File: src/rtl/flash_responder_if.sv
// SPI pins and byte-memory read port of flash_responder.
// master = initiator/memory side, slave = responder side.
interface flash_responder_if #(
  parameter int AW = 24
);
  logic          cs;
  logic          ck;
  logic          mosi;
  logic          miso;
  logic          rd;
  logic [AW-1:0] a;
  logic [7:0]    q;

  modport master (output cs, ck, mosi, q, input miso, rd, a);
  modport slave  (input cs, ck, mosi, q, output miso, rd, a);
endinterface

File: src/rtl/flash_responder.sv
// SPI mode-0 flash device: READ/READ STATUS from a byte memory, JEDEC ID when FLASH_RESPONDER_JEDEC_EN is defined.
// Pins act 3 clocks after they change (2-FF sync + edge detect); no backpressure, memory must return q one clock after rd.
module flash_responder #(
  parameter int          AW       = 24,
  parameter logic [7:0]  STATUS   = 8'h00
`ifdef FLASH_RESPONDER_JEDEC_EN
  , parameter logic [23:0] JEDEC_ID = 24'hEF4018
`endif
) (
  input logic              clock,
  input logic              reset,
  flash_responder_if.slave bus
);

  typedef enum logic [2:0] {
    S_IDLE, S_CMD, S_ADDR, S_DATA, S_STAT,
`ifdef FLASH_RESPONDER_JEDEC_EN
    S_ID,
`endif
    S_IGNORE
  } state_t;

  state_t        state, state_nxt;
  logic [1:0]    cs_sy, ck_sy, mosi_sy;
  logic          cs_d, ck_d;
  logic          cs_s, ck_s, mosi_s;
  logic          ck_rise, ck_fall, cs_fall;
  logic [4:0]    cnt, cnt_nxt;
  logic [7:0]    cmd_sh, cmd_nxt;
  logic [23:0]   addr, addr_nxt;
  logic [7:0]    tx, tx_nxt;
  logic          miso_r, miso_nxt;
  logic          rd_r, rd_nxt;
  logic [AW-1:0] a_r, a_nxt;
  logic          cap;
`ifdef FLASH_RESPONDER_JEDEC_EN
  logic [1:0]    idx, idx_nxt;
`endif

  assign cs_s    = cs_sy[1];
  assign ck_s    = ck_sy[1];
  assign mosi_s  = mosi_sy[1];
  assign ck_rise = ck_s & ~ck_d;
  assign ck_fall = ~ck_s & ck_d;
  assign cs_fall = ~cs_s & cs_d;

  assign bus.miso = miso_r;
  assign bus.rd   = rd_r;
  assign bus.a    = a_r;

  always_comb begin
    state_nxt = state;
    cnt_nxt   = cnt;
    cmd_nxt   = cmd_sh;
    addr_nxt  = addr;
    tx_nxt    = tx;
    miso_nxt  = miso_r;
    rd_nxt    = 1'b0;
    a_nxt     = a_r;
`ifdef FLASH_RESPONDER_JEDEC_EN
    idx_nxt   = idx;
`endif
    case (state)
      S_IDLE: begin
        miso_nxt = 1'b1;
        cnt_nxt  = '0;
        if (cs_fall) state_nxt = S_CMD;
      end
      S_CMD: begin
        if (ck_rise) begin
          cmd_nxt = {cmd_sh[6:0], mosi_s};
          cnt_nxt = cnt + 5'd1;
          if (cnt == 5'd7) begin
            cnt_nxt = '0;
            case (cmd_nxt)
              8'h03: state_nxt = S_ADDR;
              8'h05: begin
                state_nxt = S_STAT;
                tx_nxt    = STATUS;
              end
`ifdef FLASH_RESPONDER_JEDEC_EN
              8'h9F: begin
                state_nxt = S_ID;
                tx_nxt    = JEDEC_ID[23:16];
                idx_nxt   = 2'd1;
              end
`endif
              default: state_nxt = S_IGNORE;
            endcase
          end
        end
      end
      S_ADDR: begin
        if (ck_rise) begin
          addr_nxt = {addr[22:0], mosi_s};
          cnt_nxt  = cnt + 5'd1;
          if (cnt == 5'd23) begin
            cnt_nxt   = '0;
            rd_nxt    = 1'b1;
            a_nxt     = addr_nxt[AW-1:0];
            state_nxt = S_DATA;
          end
        end
      end
      S_DATA: begin
        // memory answers one clock after rd; cap marks that clock
        if (cap) tx_nxt = bus.q;
        if (ck_fall) begin
          miso_nxt = tx[7];
          tx_nxt   = {tx[6:0], 1'b1};
        end
        if (ck_rise) begin
          cnt_nxt = cnt + 5'd1;
          if (cnt[2:0] == 3'd7) begin
            cnt_nxt  = '0;
            addr_nxt = addr + 24'd1;
            rd_nxt   = 1'b1;
            a_nxt    = addr_nxt[AW-1:0];
          end
        end
      end
      S_STAT: begin
        if (ck_fall) begin
          miso_nxt = tx[7];
          tx_nxt   = {tx[6:0], 1'b1};
        end
        if (ck_rise) begin
          cnt_nxt = cnt + 5'd1;
          if (cnt[2:0] == 3'd7) begin
            cnt_nxt = '0;
            tx_nxt  = STATUS;
          end
        end
      end
`ifdef FLASH_RESPONDER_JEDEC_EN
      S_ID: begin
        if (ck_fall) begin
          miso_nxt = tx[7];
          tx_nxt   = {tx[6:0], 1'b1};
        end
        if (ck_rise) begin
          cnt_nxt = cnt + 5'd1;
          if (cnt[2:0] == 3'd7) begin
            cnt_nxt = '0;
            case (idx)
              2'd1:    tx_nxt = JEDEC_ID[15:8];
              2'd2:    tx_nxt = JEDEC_ID[7:0];
              default: tx_nxt = 8'hFF;
            endcase
            idx_nxt = (idx == 2'd3) ? 2'd3 : idx + 2'd1;
          end
        end
      end
`endif
      S_IGNORE: miso_nxt = 1'b1;
      default:  state_nxt = S_IDLE;
    endcase
    // deselect overrides any ck edge seen in the same clock
    if (state != S_IDLE && cs_s) begin
      state_nxt = S_IDLE;
      rd_nxt    = 1'b0;
      a_nxt     = a_r;
      miso_nxt  = 1'b1;
      cnt_nxt   = '0;
    end
  end

  always_ff @(posedge clock or posedge reset) begin
    if (reset) begin
      state   <= S_IDLE;
      cs_sy   <= 2'b11;
      ck_sy   <= 2'b00;
      mosi_sy <= 2'b00;
      cs_d    <= 1'b1;
      ck_d    <= 1'b0;
      cnt     <= '0;
      cmd_sh  <= '0;
      addr    <= '0;
      tx      <= 8'hFF;
      miso_r  <= 1'b1;
      rd_r    <= 1'b0;
      a_r     <= '0;
      cap     <= 1'b0;
`ifdef FLASH_RESPONDER_JEDEC_EN
      idx     <= '0;
`endif
    end else begin
      state   <= state_nxt;
      cs_sy   <= {cs_sy[0], bus.cs};
      ck_sy   <= {ck_sy[0], bus.ck};
      mosi_sy <= {mosi_sy[0], bus.mosi};
      cs_d    <= cs_s;
      ck_d    <= ck_s;
      cnt     <= cnt_nxt;
      cmd_sh  <= cmd_nxt;
      addr    <= addr_nxt;
      tx      <= tx_nxt;
      miso_r  <= miso_nxt;
      rd_r    <= rd_nxt;
      a_r     <= a_nxt;
      cap     <= rd_r;
`ifdef FLASH_RESPONDER_JEDEC_EN
      idx     <= idx_nxt;
`endif
    end
  end

endmodule

File: src/flat_wrapper.sv
// flat-port wrapper written by rule: the top's interface ports become plain ports
module flash_responder_flat 
#(
  parameter int          AW       = 24,
  parameter logic [7:0]  STATUS   = 8'h00

)
  (clock, reset, bus_cs, bus_ck, bus_mosi, bus_q, bus_miso, bus_rd, bus_a);
  flash_responder_if #(.AW(AW)) bus_i ();
  input logic clock;
  input logic reset;
  input wire logic [$bits(bus_i.cs)-1:0] bus_cs;
  input wire logic [$bits(bus_i.ck)-1:0] bus_ck;
  input wire logic [$bits(bus_i.mosi)-1:0] bus_mosi;
  input wire logic [$bits(bus_i.q)-1:0] bus_q;
  output wire logic [$bits(bus_i.miso)-1:0] bus_miso;
  output wire logic [$bits(bus_i.rd)-1:0] bus_rd;
  output wire logic [$bits(bus_i.a)-1:0] bus_a;
  assign bus_i.cs = bus_cs;
  assign bus_i.ck = bus_ck;
  assign bus_i.mosi = bus_mosi;
  assign bus_i.q = bus_q;
  assign bus_miso = bus_i.miso;
  assign bus_rd = bus_i.rd;
  assign bus_a = bus_i.a;
  flash_responder #(.AW(AW), .STATUS(STATUS)) u_core (.clock(clock), .reset(reset), .bus(bus_i));
endmodule
File: config.mk
export PLATFORM = sky130hd
export DESIGN_NAME = flash_responder_flat
export DESIGN_NICKNAME = d
export VERILOG_FILES = /design/src/rtl/flash_responder_if.sv /design/src/rtl/flash_responder.sv /design/src/flat_wrapper.sv
export SDC_FILE = /design/constraint.sdc
export NUM_CORES = 1
export LEC_CHECK = 0
export CORE_MARGIN = 2
export CORE_UTILIZATION = 58
export DETAILED_ROUTE_END_ITERATION = 10
export HOLD_SLACK_MARGIN = 0.1
export PLACE_DENSITY_LB_ADDON = 0.12
export SYNTH_ARGS = -nofsm -noshare
export SYNTH_HDL_FRONTEND = slang
export SYNTH_SLANG_ARGS = --single-unit
export TNS_END_PERCENT = 20
File: constraint.sdc
create_clock -name clock -period 3 [get_ports clock]
set_input_delay 0.45 -clock clock [delete_from_list [all_inputs] [get_ports clock]]
set_output_delay 0.45 -clock clock [all_outputs]
set_load 0.03 [all_outputs]
# Word level (Yosys, flattened, before mapping)
# Cells that the tools add are included.
classes:
  addsub: 2
  n_eq_ne: 26
  mux: 41
  n_bitwise: 7
  reduce_logical: 17
op_table:
  columns: ["op", "count"]
  rows:
  - ["$mux W24", 5]
  - ["$pmux W24 S2", 2]
  - ["$mux W8", 8]
  - ["$mux W5", 7]
  - ["$add A24 B1 Y24 const B", 1]
  - ["$ne A3 B1 Y1 const B", 8]
  - ["$pmux W8 S3", 1]
  - ["$pmux W5 S4", 1]
  - ["$mux W3", 6]
  - ["$ne A2 B1 Y1 const B", 8]
  - ["$pmux W3 S4", 1]
  - ["$reduce_and A6 Y1", 2]
  - ["$eq A3 B3 Y1 const B", 3]
  - ["$reduce_bool A3 Y1", 3]
  - ["$eq A8 B2 Y1 const B", 1]
  - ["$eq A8 B3 Y1 const B", 1]
  - ["$reduce_and A4 Y1", 2]
  - ["$mux W1", 7]
  - ["$eq A3 B2 Y1 const B", 2]
  - ["$pmux W3 S2", 1]
  - ["$add A5 B1 Y5 const B", 1]
  - ["$eq A5 B3 Y1 const B", 1]
  - ["$eq A5 B5 Y1 const B", 1]
  - ["$reduce_and A5 Y1", 1]
  - ["other kinds (11)", 19]
totals:
  regBits: 82
  output_inout_bits: 26
  wordCells: 107

# Depth between registers and ports, before layout
# Gate-level depths: netlist of the first run.
logic_depth:
  depth_word: 6
  mapped_depth: 8

# Worst setup path before layout of the first run
# OpenSTA, ideal clock, no wires.
synth_timing:
  path_type: "flip-flop to flip-flop"
  from: "register u_core.addr[0]"
  to: "register u_core.addr[18]"
  arrival_time_ns: 1.790
  t_required_ns: 2.921
  setup_slack_ns: 1.131
  stages_incl_launch_ff: 8
  cell_sequence: "dfrtp_1 -> ha_1 -> and4_1 -> nand4_1 -> buf_2 -> or2_1 -> a21oi_1 -> a2bb2oi_1"
synth_via:
  elab_chain_len: 4
synth_lines:
  columns: ["item", "line", "rtl"]
  rows:
  - ["start: declaration", "flash_responder.sv:30", "logic [23:0] addr, addr_nxt;"]
  - ["start signal: assignment", "flash_responder.sv:196", "addr <= addr_nxt;"]
  - ["$add A24 B1 Y24", "flash_responder.sv:116", "addr_nxt = addr + 24'd1;"]
  - ["$mux W24", "flash_responder.sv:114", "if (cnt[2:0] == 3'd7) begin"]
  - ["$mux W24", "flash_responder.sv:112", "if (ck_rise) begin"]
  - ["$pmux W24 S2", "flash_responder.sv:63", "case (state)"]
# No other way between the ends. The select of a mux whose other input is x is not followed.
# A chain may end at the register's enable or synchronous reset.

# Worst setup path after layout of the first run
layout_timing:
  from: "register u_core.addr[1]"
  to: "register u_core.a_r[16], in the netlist u_core.bus.a[16]"
layout_via:
  elab_chain_len: 4
layout_lines:
  columns: ["item", "line", "rtl"]
  rows:
  - ["$add A24 B1 Y24", "flash_responder.sv:116", null]
  - ["$mux W24", "flash_responder.sv:114", null]
  - ["$mux W24", "flash_responder.sv:112", null]
  - ["$pmux W24 S2", "flash_responder.sv:63", null]
  - ["end signal: assignment", "flash_responder.sv:200", "a_r <= a_nxt;"]
  - ["end: declaration", "flash_responder.sv:34", "logic [AW-1:0] a_r, a_nxt;"]
# No other way between the ends. The select of a mux whose other input is x is not followed.

==> metrics.txt, run 1 <==
number of diodes 0; Hold Path Sink u_core.mosi_sy[1]$_DFF_PP0_; maximum clock frequency 0.416 GHz; Mapped Area 4650 um2; final clock skew 11.7 ps; PwrDens 387 nW/um2; # hold bufs at CTS 0; DR vias/cell 6.28; Clk pwr share 0.369; fin cells 629; Clock Latency Late Sink 360 ps; global-route wire length before repair 17900 um; pin count of the biggest net entering global routing 45; async set-reset flop share out of synthesis 1.00; final WL 10600 um; hold-critical path depth 0; DR WL/cell 16.8 um; largest family of logic cells by synthesized area compound AO/OA/AOI/OAI gates; CP Max Fanout 12; GR met2 Demand/Resource 0.384; 1st-iter DRT viols 400; Synth area leader dfrtp_1; CTS sink count 82; multiplexer share of the synthesized area 0.0255; worst r2r dst u_core.bus.a[16]$_DFFE_PP0P_; met3 Track Usage GR 0.0403; top post-synthesis cells by area dfrtp_1, dfstp_2, a21oi_1; YS warnings 0; Flop pwr share 0.576; shortest period the worst path allows 2400 ps; P&R area growth vs syn 11.9%; most used routing layer met2; DRC violations left 0; top cell type's share of synthesized area 0.376; xor and xnor fraction of the mapped netlist area 0.00941; clock tree root buffer cell clkbuf_8; max-cap viol count 0; num rows 32; Post-synth top flop dfrtp_1; Req. time, crit path 3240 ps; Slew Limit Fails 0; CTS resizes 0; reg-to-reg slack, setup 600 ps; RSZ-0062 raised after global routing no; Synth Area in Simple Gates 0.195; Final nets 538; Max Root-Sink Buffers 2; global routing usage on met1 0.381; post-route ant nets 0; Cell Int Power 1.49 mW; Reg2Reg Depth 6; post-synthesis cell type count 66; most instantiated cells after synthesis dfrtp_1, a21oi_1, nand2_1; gp weighted congestion 0.823; CTS H-tree depth 3; compound-gate portion of the synthesized area 0.264; vias in the first global route 3672; via count 3948; Post-CTS Repair Setup Buffers 0; hold crit path type reg2reg; final hold vios 0; Syn Nets 523; GRT Util Overall 0.255; Die W 93.6 um; outcome finished, final reports clean; switching power 0.522 mW; post-route setup TNS 0 ps; dpl hpwl 7120 um; Worst Tran Pin Value 706 ps; CTS clock-pin slew for the worst setup and hold paths 90 ps; critical path class reg2reg; Leak Pwr 2.07 nW; Setup Viol. Count Final 0; die area 8760 um2; worst r2r src u_core.addr[1]$_DFFE_PP0P_; post-synthesis sequential area ratio 0.444; CTS tree built; initial antenna violation count 0; Post-Synth Adder-Cell Area 0.00807; launch point of the worst hold path u_core.mosi_sy[0]$_DFF_PP0_; Synth Register Bits 82; switching part of the total power 0.259; Syn Area/Cell 9.18 um2; grt ovf 0; total power draw 2.02 mW; Cells after DPL 613; Worst VDD drop 0.311 mV; fin crit share 0.801; CP endpoint kind flop; Num CTS Buffers 9; Post-synth EDFFs 0; Port Buf Inserts 38; most frequent cell after synthesis dfrtp_1; CP startpoint kind flop; WP data arrival 2650 ps; Die Span Y 93.6 um; Initial Util 0.599; # IOs 39; Max-slew headroom 0.529; Logic pwr share 0.056; DR pass1 iterations 5; layout cells sized above 1 0.121; core area 7770 um2; Critical Path Source u_core.addr[1]$_DFFE_PP0P_; Mapped Cells 507
[worst max path at each step]
stage / endpoint / slack [ps] / depth (start not counted)
finish: u_core.bus.a[16]$_DFFE_PP0P_ / 600 / 6
global route: u_core.bus.a[16]$_DFFE_PP0P_ / 320 / 6
CTS: u_core.bus.a[22]$_DFFE_PP0P_ / 630 / 6
detailed placement: u_core.bus.a[22]$_DFFE_PP0P_ / 660 / 6
global placement: u_core.bus.a[22]$_DFFE_PP0P_ / 740 / 6
floorplan: u_core.addr[0]$_DFFE_PP0P_ / 460 / 1
[registers in the layout (all words and copies together), names as in the netlist]
name             count
u_core.addr         24
u_core.bus.a        24
u_core.bus.miso      1
u_core.bus.rd        1
u_core.cap           1
u_core.ck_d          1
u_core.ck_sy         2
u_core.cmd_sh        7
u_core.cnt           5
u_core.cs_d          1
u_core.cs_sy         2
u_core.mosi_sy       2
u_core.state         3
u_core.tx            8
[cell usage in the layout (no fill, tap or decap), drive strengths merged, types with 5 or more instances in the layout]
cell           Yosys  routed
nor2              35      35
clkbuf            18       9
o31ai             11      11
nand2b             8       8
dfstp             12      12
o21ai             24      24
a22o              17      17
nand2             58      58
o22ai             10      10
dfrtp             70      70
inv                9       9
a21o              11      11
nor2b              5       5
buf               25       9
a21oi             64      64
nand3             11      11
and3               5       5
clkdlybuf4s50      0      38
a211oi            13      13
mux2               7       7
nand4              9       9
and4               6       6
nor3              12      12
[stage by stage]
step / utilization / setup slack, ps / hold WS (ps) / area (um2)
after detailed placement: 0.647 / 657 / 337 / 5030
after floorplan: - / 461 / 331 / 4650
after global routing: 0.670 / 322 / 363 / 5210
final: 0.670 / 596 / 358 / 5210
after CTS: 0.670 / 626 / 358 / 5210
after global placement: 0.647 / 742 / 333 / 5030
[per-layer routing]
metal  part of all wire  wire length (um)  vias up
li1                   -                 -     1895
met1               0.48              5080     1915
met2               0.45              4790      126
met3              0.053               560       12
met4              0.012               127        0
met5                  0                 0        -
[critical path, stage by stage, from the launching register on]
cell and delay, ps:
dfrtp_1 500, ha_1 320, and4_1 260, nand4_1 420
or3_1 520, a21oi_1 170, o31ai_1 90
[final cells by class]
| type | count | area, um2 |
|---|---|---|
| Tap cell | 102 | 128 |
| Clock inverter | 7 | 53.8 |
| Inverter | 9 | 35.0 |
| Clock buffer | 9 | 124 |
| Sequential cell | 82 | 2070 |
| Fill cell | 675 | 2560 |
| Multi-Input combinational cell | 373 | 2340 |
| Timing Repair Buffer | 47 | 460 |
[cells by family after synthesis]
family / count (synthesis)
AO/OA/AOI/OAI: 183
XOR/XNOR: 5
multiplexers: 11
flip-flops: 82
buffers and inverters: 52
adder cells (fa/ha/maj): 3
AND/OR/NAND/NOR: 171
[power groups by stage]
stage                     clock, mW  sequential [mW]  combinational, mW
after floorplan                   0             1.17             0.0814
after global placement            0             1.18              0.111
after detailed placement          0             1.18              0.114
after CTS                     0.750             1.16              0.114
after global routing          0.795             1.17              0.127
final                         0.743             1.16              0.112
Note: power is estimated with default switching activity, not from simulation.
==> inputs of run 2 (changes only) <==
--- a/config.mk
+++ b/config.mk
@@ -6,7 +6,7 @@
 export NUM_CORES = 1
 export LEC_CHECK = 0
 export CORE_MARGIN = 2
-export CORE_UTILIZATION = 58
+export CORE_UTILIZATION = 53
 export DETAILED_ROUTE_END_ITERATION = 10
 export HOLD_SLACK_MARGIN = 0.1
 export PLACE_DENSITY_LB_ADDON = 0.12
==> constraint.sdc (replaced) <==
create_clock -name clock -period 2.2 [get_ports clock]
set_input_delay 0.33 -clock clock [delete_from_list [all_inputs] [get_ports clock]]
set_output_delay 0.33 -clock clock [all_outputs]
set_load 0.03 [all_outputs]
==> metrics.txt, run 2 (same netlist as run 1, synthesis figures left out) <==
P&R area growth vs syn 16.3%; die area 9550 um2; vias in the first global route 3736; worst r2r dst u_core.bus.a[15]$_DFFE_PP0P_; dpl hpwl 7330 um; WP data arrival 2320 ps; # IOs 39; fin crit share 0.928; final WL 10700 um; Req. time, crit path 2480 ps; Max Root-Sink Buffers 2; Die Span Y 97.7 um; grt ovf 0; Layout Utilization 0.627; number of diodes 0; Leak Pwr 2.20 nW; Reg2Reg Depth 8; Critical Path Source u_core.cnt[1]$_DFFE_PP0P_; Port Buf Inserts 38; final hold vios 0; fin cells 658; Worst VDD drop 0.281 mV; clock tree root buffer cell clkbuf_8; PwrDens 510 nW/um2; shortest period the worst path allows 2040 ps; outcome finished, final reports clean; Worst Tran Pin Value 553 ps; RSZ-0062 raised after global routing no; pre-CTS setup slack 175 ps; gp weighted congestion 0.829; CTS clock-pin slew for the worst setup and hold paths 90 ps; post-route setup TNS 0 ps; DR vias/cell 6.00; CP endpoint kind flop; CP startpoint kind flop; CTS resizes 0; final clock skew 11.5 ps; reg-to-reg slack, setup 160 ps; DRC violations left 0; Max-slew headroom 0.631; Cells after DPL 640; DR pass1 iterations 5; most common cell after layout, fill and taps aside dfrtp_1; CTS H-tree depth 3; CP Max Fanout 46; max-cap viol count 0; num rows 34; initial antenna violation count 0; Clock Latency Late Sink 360 ps; 1st-iter DRT viols 234; pin count of the biggest net entering global routing 47; CTS sink count 82; final setup margin 159 ps; Slew Limit Fails 0; Num CTS Buffers 9; Initial Util 0.539; DR WL/cell 16.2 um; Setup Viol. Count Final 0; layout cells sized above 1 0.156; global-route wire length before repair 18400 um; CTS tree built; hold crit path type in2async; most frequent cells in the layout dfrtp_1, a21oi_1, nand2_1; worst r2r src u_core.cnt[1]$_DFFE_PP0P_; Final nets 561; Die W 97.7 um; critical path class reg2reg; GRT Util Overall 0.234; via count 3951; core area 8640 um2; final hold slack 293 ps; post-route ant nets 0; maximum clock frequency 0.490 GHz
[run 2: cell types whose count changed in the layout (fill, tap and decap cells not counted), sizes merged]
cell	delta
buf	+23
inv	+1
clkbuf	+1
clkinv	-2
[run 2: per-layer routing]
metal	share of wire	wire, um	global-route usage	up-vias
met2	0.48	5150	0.369	74
met4	0.010	108	0.0694	0
met5	0	0	0	-
met3	0.035	373	0.0338	10
met1	0.47	5060	0.337	1930
li1	-	-	-	1937
[run 2: timing repair]
action / CTS / global route
hold endpoints to repair: 0 / 0
setup endpoints to repair: 0 / 2
hold buffers: 0 / 0
setup buffers: 0 / 2
[run 2: critical path, stage by stage, from the launching register on]
cell and delay [ps]:
dfrtp_1 400, ha_1 240, nand2_1 120, or3_1 330
a211o_1 300, buf_12 190, inv_2 110, nand2_1 80
o211ai_1 180
[run 2: where the power goes]
group,switching [mW],total (mW),internal [mW]
sequential,0.0353,1.58,1.54
clock,0.593,1.02,0.422
combinational,0.0807,0.165,0.0844
total,0.709,2.76,2.05
[run 2: worst max-delay path by stage]
stage | endpoint | slack (ps)
after global placement | u_core.bus.a[3]$_DFFE_PP0P_ | 260
after floorplan | u_core.addr[18]$_DFFE_PP0P_ | 330
after detailed placement | u_core.bus.a[15]$_DFFE_PP0P_ | 180
after global routing | u_core.bus.a[15]$_DFFE_PP0P_ | 30
final | u_core.bus.a[15]$_DFFE_PP0P_ | 160
after CTS | u_core.bus.a[15]$_DFFE_PP0P_ | 130
[run 2: area by class of cell]
type | count | area (um2)
clock buffer | 10 | 128
inverter | 9 | 37.5
clock inverter | 6 | 50.0
multi-input combinational | 373 | 2340
fill | 744 | 3220
sequential | 82 | 2070
tap | 108 | 135
timing repair buffer | 70 | 658
[run 2: per-stage QoR]
stage,power [mW],cell area (um2)
floorplan,1.71,4660
global placement,1.77,5220
detailed placement,1.78,5220
CTS,2.79,5400
global route,2.87,5410
finish,2.76,5410
==> inputs of run 3 (changes only) <==
--- a/config.mk
+++ b/config.mk
@@ -5,11 +5,13 @@
 export SDC_FILE = /design/constraint.sdc
 export NUM_CORES = 1
 export LEC_CHECK = 0
+export CAP_MARGIN = 15
 export CORE_MARGIN = 2
 export CORE_UTILIZATION = 53
 export DETAILED_ROUTE_END_ITERATION = 10
 export HOLD_SLACK_MARGIN = 0.1
 export PLACE_DENSITY_LB_ADDON = 0.12
+export SKIP_CTS_REPAIR_TIMING = 1
 export SYNTH_ARGS = -nofsm -noshare
 export SYNTH_HDL_FRONTEND = slang
 export SYNTH_SLANG_ARGS = --single-unit
==> constraint.sdc (replaced) <==
create_clock -name clock -period 2.2 [get_ports clock]
set_input_delay 0.44 -clock clock [delete_from_list [all_inputs] [get_ports clock]]
set_output_delay 0.44 -clock clock [all_outputs]
set_load 0.03 [all_outputs]
==> metrics.txt, run 3 (same netlist as run 1, synthesis figures left out) <==
CP Max Fanout 4; vias in the first global route 3866; Worst Tran Pin Value 535 ps; grt ovf 0; DR WL/cell 16.6 um; final hold vios 0; Die Span Y 97.7 um; post-route ant nets 0; outcome finished, final reports clean; P&R area growth vs syn 16.5%; CP top delay family buffers and inverters; pre-CTS setup slack 200 ps; Clock Latency Late Sink 350 ps; 1st-iter DRT viols 197; fin crit share 0.915; DR pass1 iterations 5; clock tree root buffer cell clkbuf_8; Port Buf Inserts 38; CTS tree built; Die W 97.7 um; final WL 10800 um; DRC violations left 0; most common cell after layout, fill and taps aside dfrtp_1; core area 8640 um2; gp weighted congestion 0.825; Req. time, crit path 1760 ps; RSZ-0062 raised after global routing no; CTS clock-pin slew for the worst setup and hold paths 80 ps; Worst path max stage delay 670 ps; CTS H-tree depth 3; Final nets 558; hold crit path type in2async; Num CTS Buffers 9; initial antenna violation count 0; final setup margin 186 ps; maximum clock frequency 0.497 GHz; max-cap viol count 0; area post-placement 5210 um2; GRT Util Overall 0.234; final instance area 5420 um2; Critical-path top delay cell clkdlybuf4s50_1; num rows 34; dpl hpwl 7400 um; reg-to-reg slack, setup 190 ps; WP data arrival 1570 ps; pin count of the biggest net entering global routing 47; Leak Pwr 2.21 nW; Initial Util 0.539; DR vias/cell 6.13; shortest period the worst path allows 2010 ps; worst r2r src u_core.cnt[0]$_DFFE_PP0P_; via count 4018; Max-slew headroom 0.643; final clock skew 8.94 ps; most frequent cells in the layout dfrtp_1, a21oi_1, nand2_1; CP Buf/Inv Count 1; CTS sink count 82; Slew Limit Fails 0; critical path class reg2out; PwrDens 538 nW/um2; worst r2r dst u_core.cnt[2]$_DFFE_PP0P_; Reg2Reg Depth 6; number of diodes 0; CP startpoint kind flop; Setup Viol. Count Final 0; layout cells sized above 1 0.150; critical-path cell list clkdlybuf4s50_1; die area 9550 um2; CP endpoint kind output pin; global-route wire length before repair 18500 um; post-route setup TNS 0 ps; # IOs 39; Worst VDD drop 0.374 mV; total power draw 2.92 mW; Max Root-Sink Buffers 2
## run 3: cell types whose count changed in the layout (fill, tap and decap cells not counted)
cell	change
buf_4	-3
clkinv_4	-2
bufinv_16	+2
clkinv_2	+2
inv_6	-2
clkinv_1	+1
clkinvlp_4	-1
## run 3: worst max-delay path by stage
stage,depth (start not counted),to,slack [ps],start
2_1_floorplan,7,u_core.addr[18]$_DFFE_PP0P_,330,u_core.addr[0]$_DFFE_PP0P_
3_3_place_gp,6,u_core.bus.a[3]$_DFFE_PP0P_,260,u_core.cnt[0]$_DFFE_PP0P_
3_5_place_dp,8,u_core.bus.a[18]$_DFFE_PP0P_,200,u_core.cnt[0]$_DFFE_PP0P_
4_1_cts,1,bus_miso,170,u_core.bus.miso$_DFFE_PP1P_
5_1_grt,8,u_core.bus.a[15]$_DFFE_PP0P_,40,u_core.cnt[0]$_DFFE_PP0P_
6_report,1,bus_miso,190,u_core.bus.miso$_DFFE_PP1P_
## run 3: area by class of cell
type	instances	area, um2
Sequential cell	82	2070
Timing Repair Buffer	67	636
Inverter	9	37.5
Clock inverter	6	81.3
Fill cell	759	3210
Clock buffer	10	128
Tap cell	108	135
Multi-Input combinational cell	373	2340
## run 3: per-stage QoR
step	util	hold WS, ps	cells
2_1_floorplan	-	331	507
3_3_place_gp	0.604	337	639
3_5_place_dp	0.604	347	639
4_1_cts	0.628	342	655
5_1_grt	0.628	351	655
6_report	0.628	354	655
## run 3: metal layers
metal | vias up | GRT usage | routed length [um]
li1 | 1918 | - | -
met1 | 1998 | 0.309 | 5010
met2 | 89 | 0.393 | 5280
met3 | 13 | 0.0540 | 432
met4 | 0 | 0.0609 | 124
met5 | - | 0 | 0
## run 3: where the power goes
group / switching, mW / internal [mW] / total (mW) / leakage, nW
logic: 0.0808 / 0.0827 / 0.164 / 1.02
registers: 0.0349 / 1.54 / 1.58 / 1.09
clock network: 0.544 / 0.632 / 1.18 / 0.104
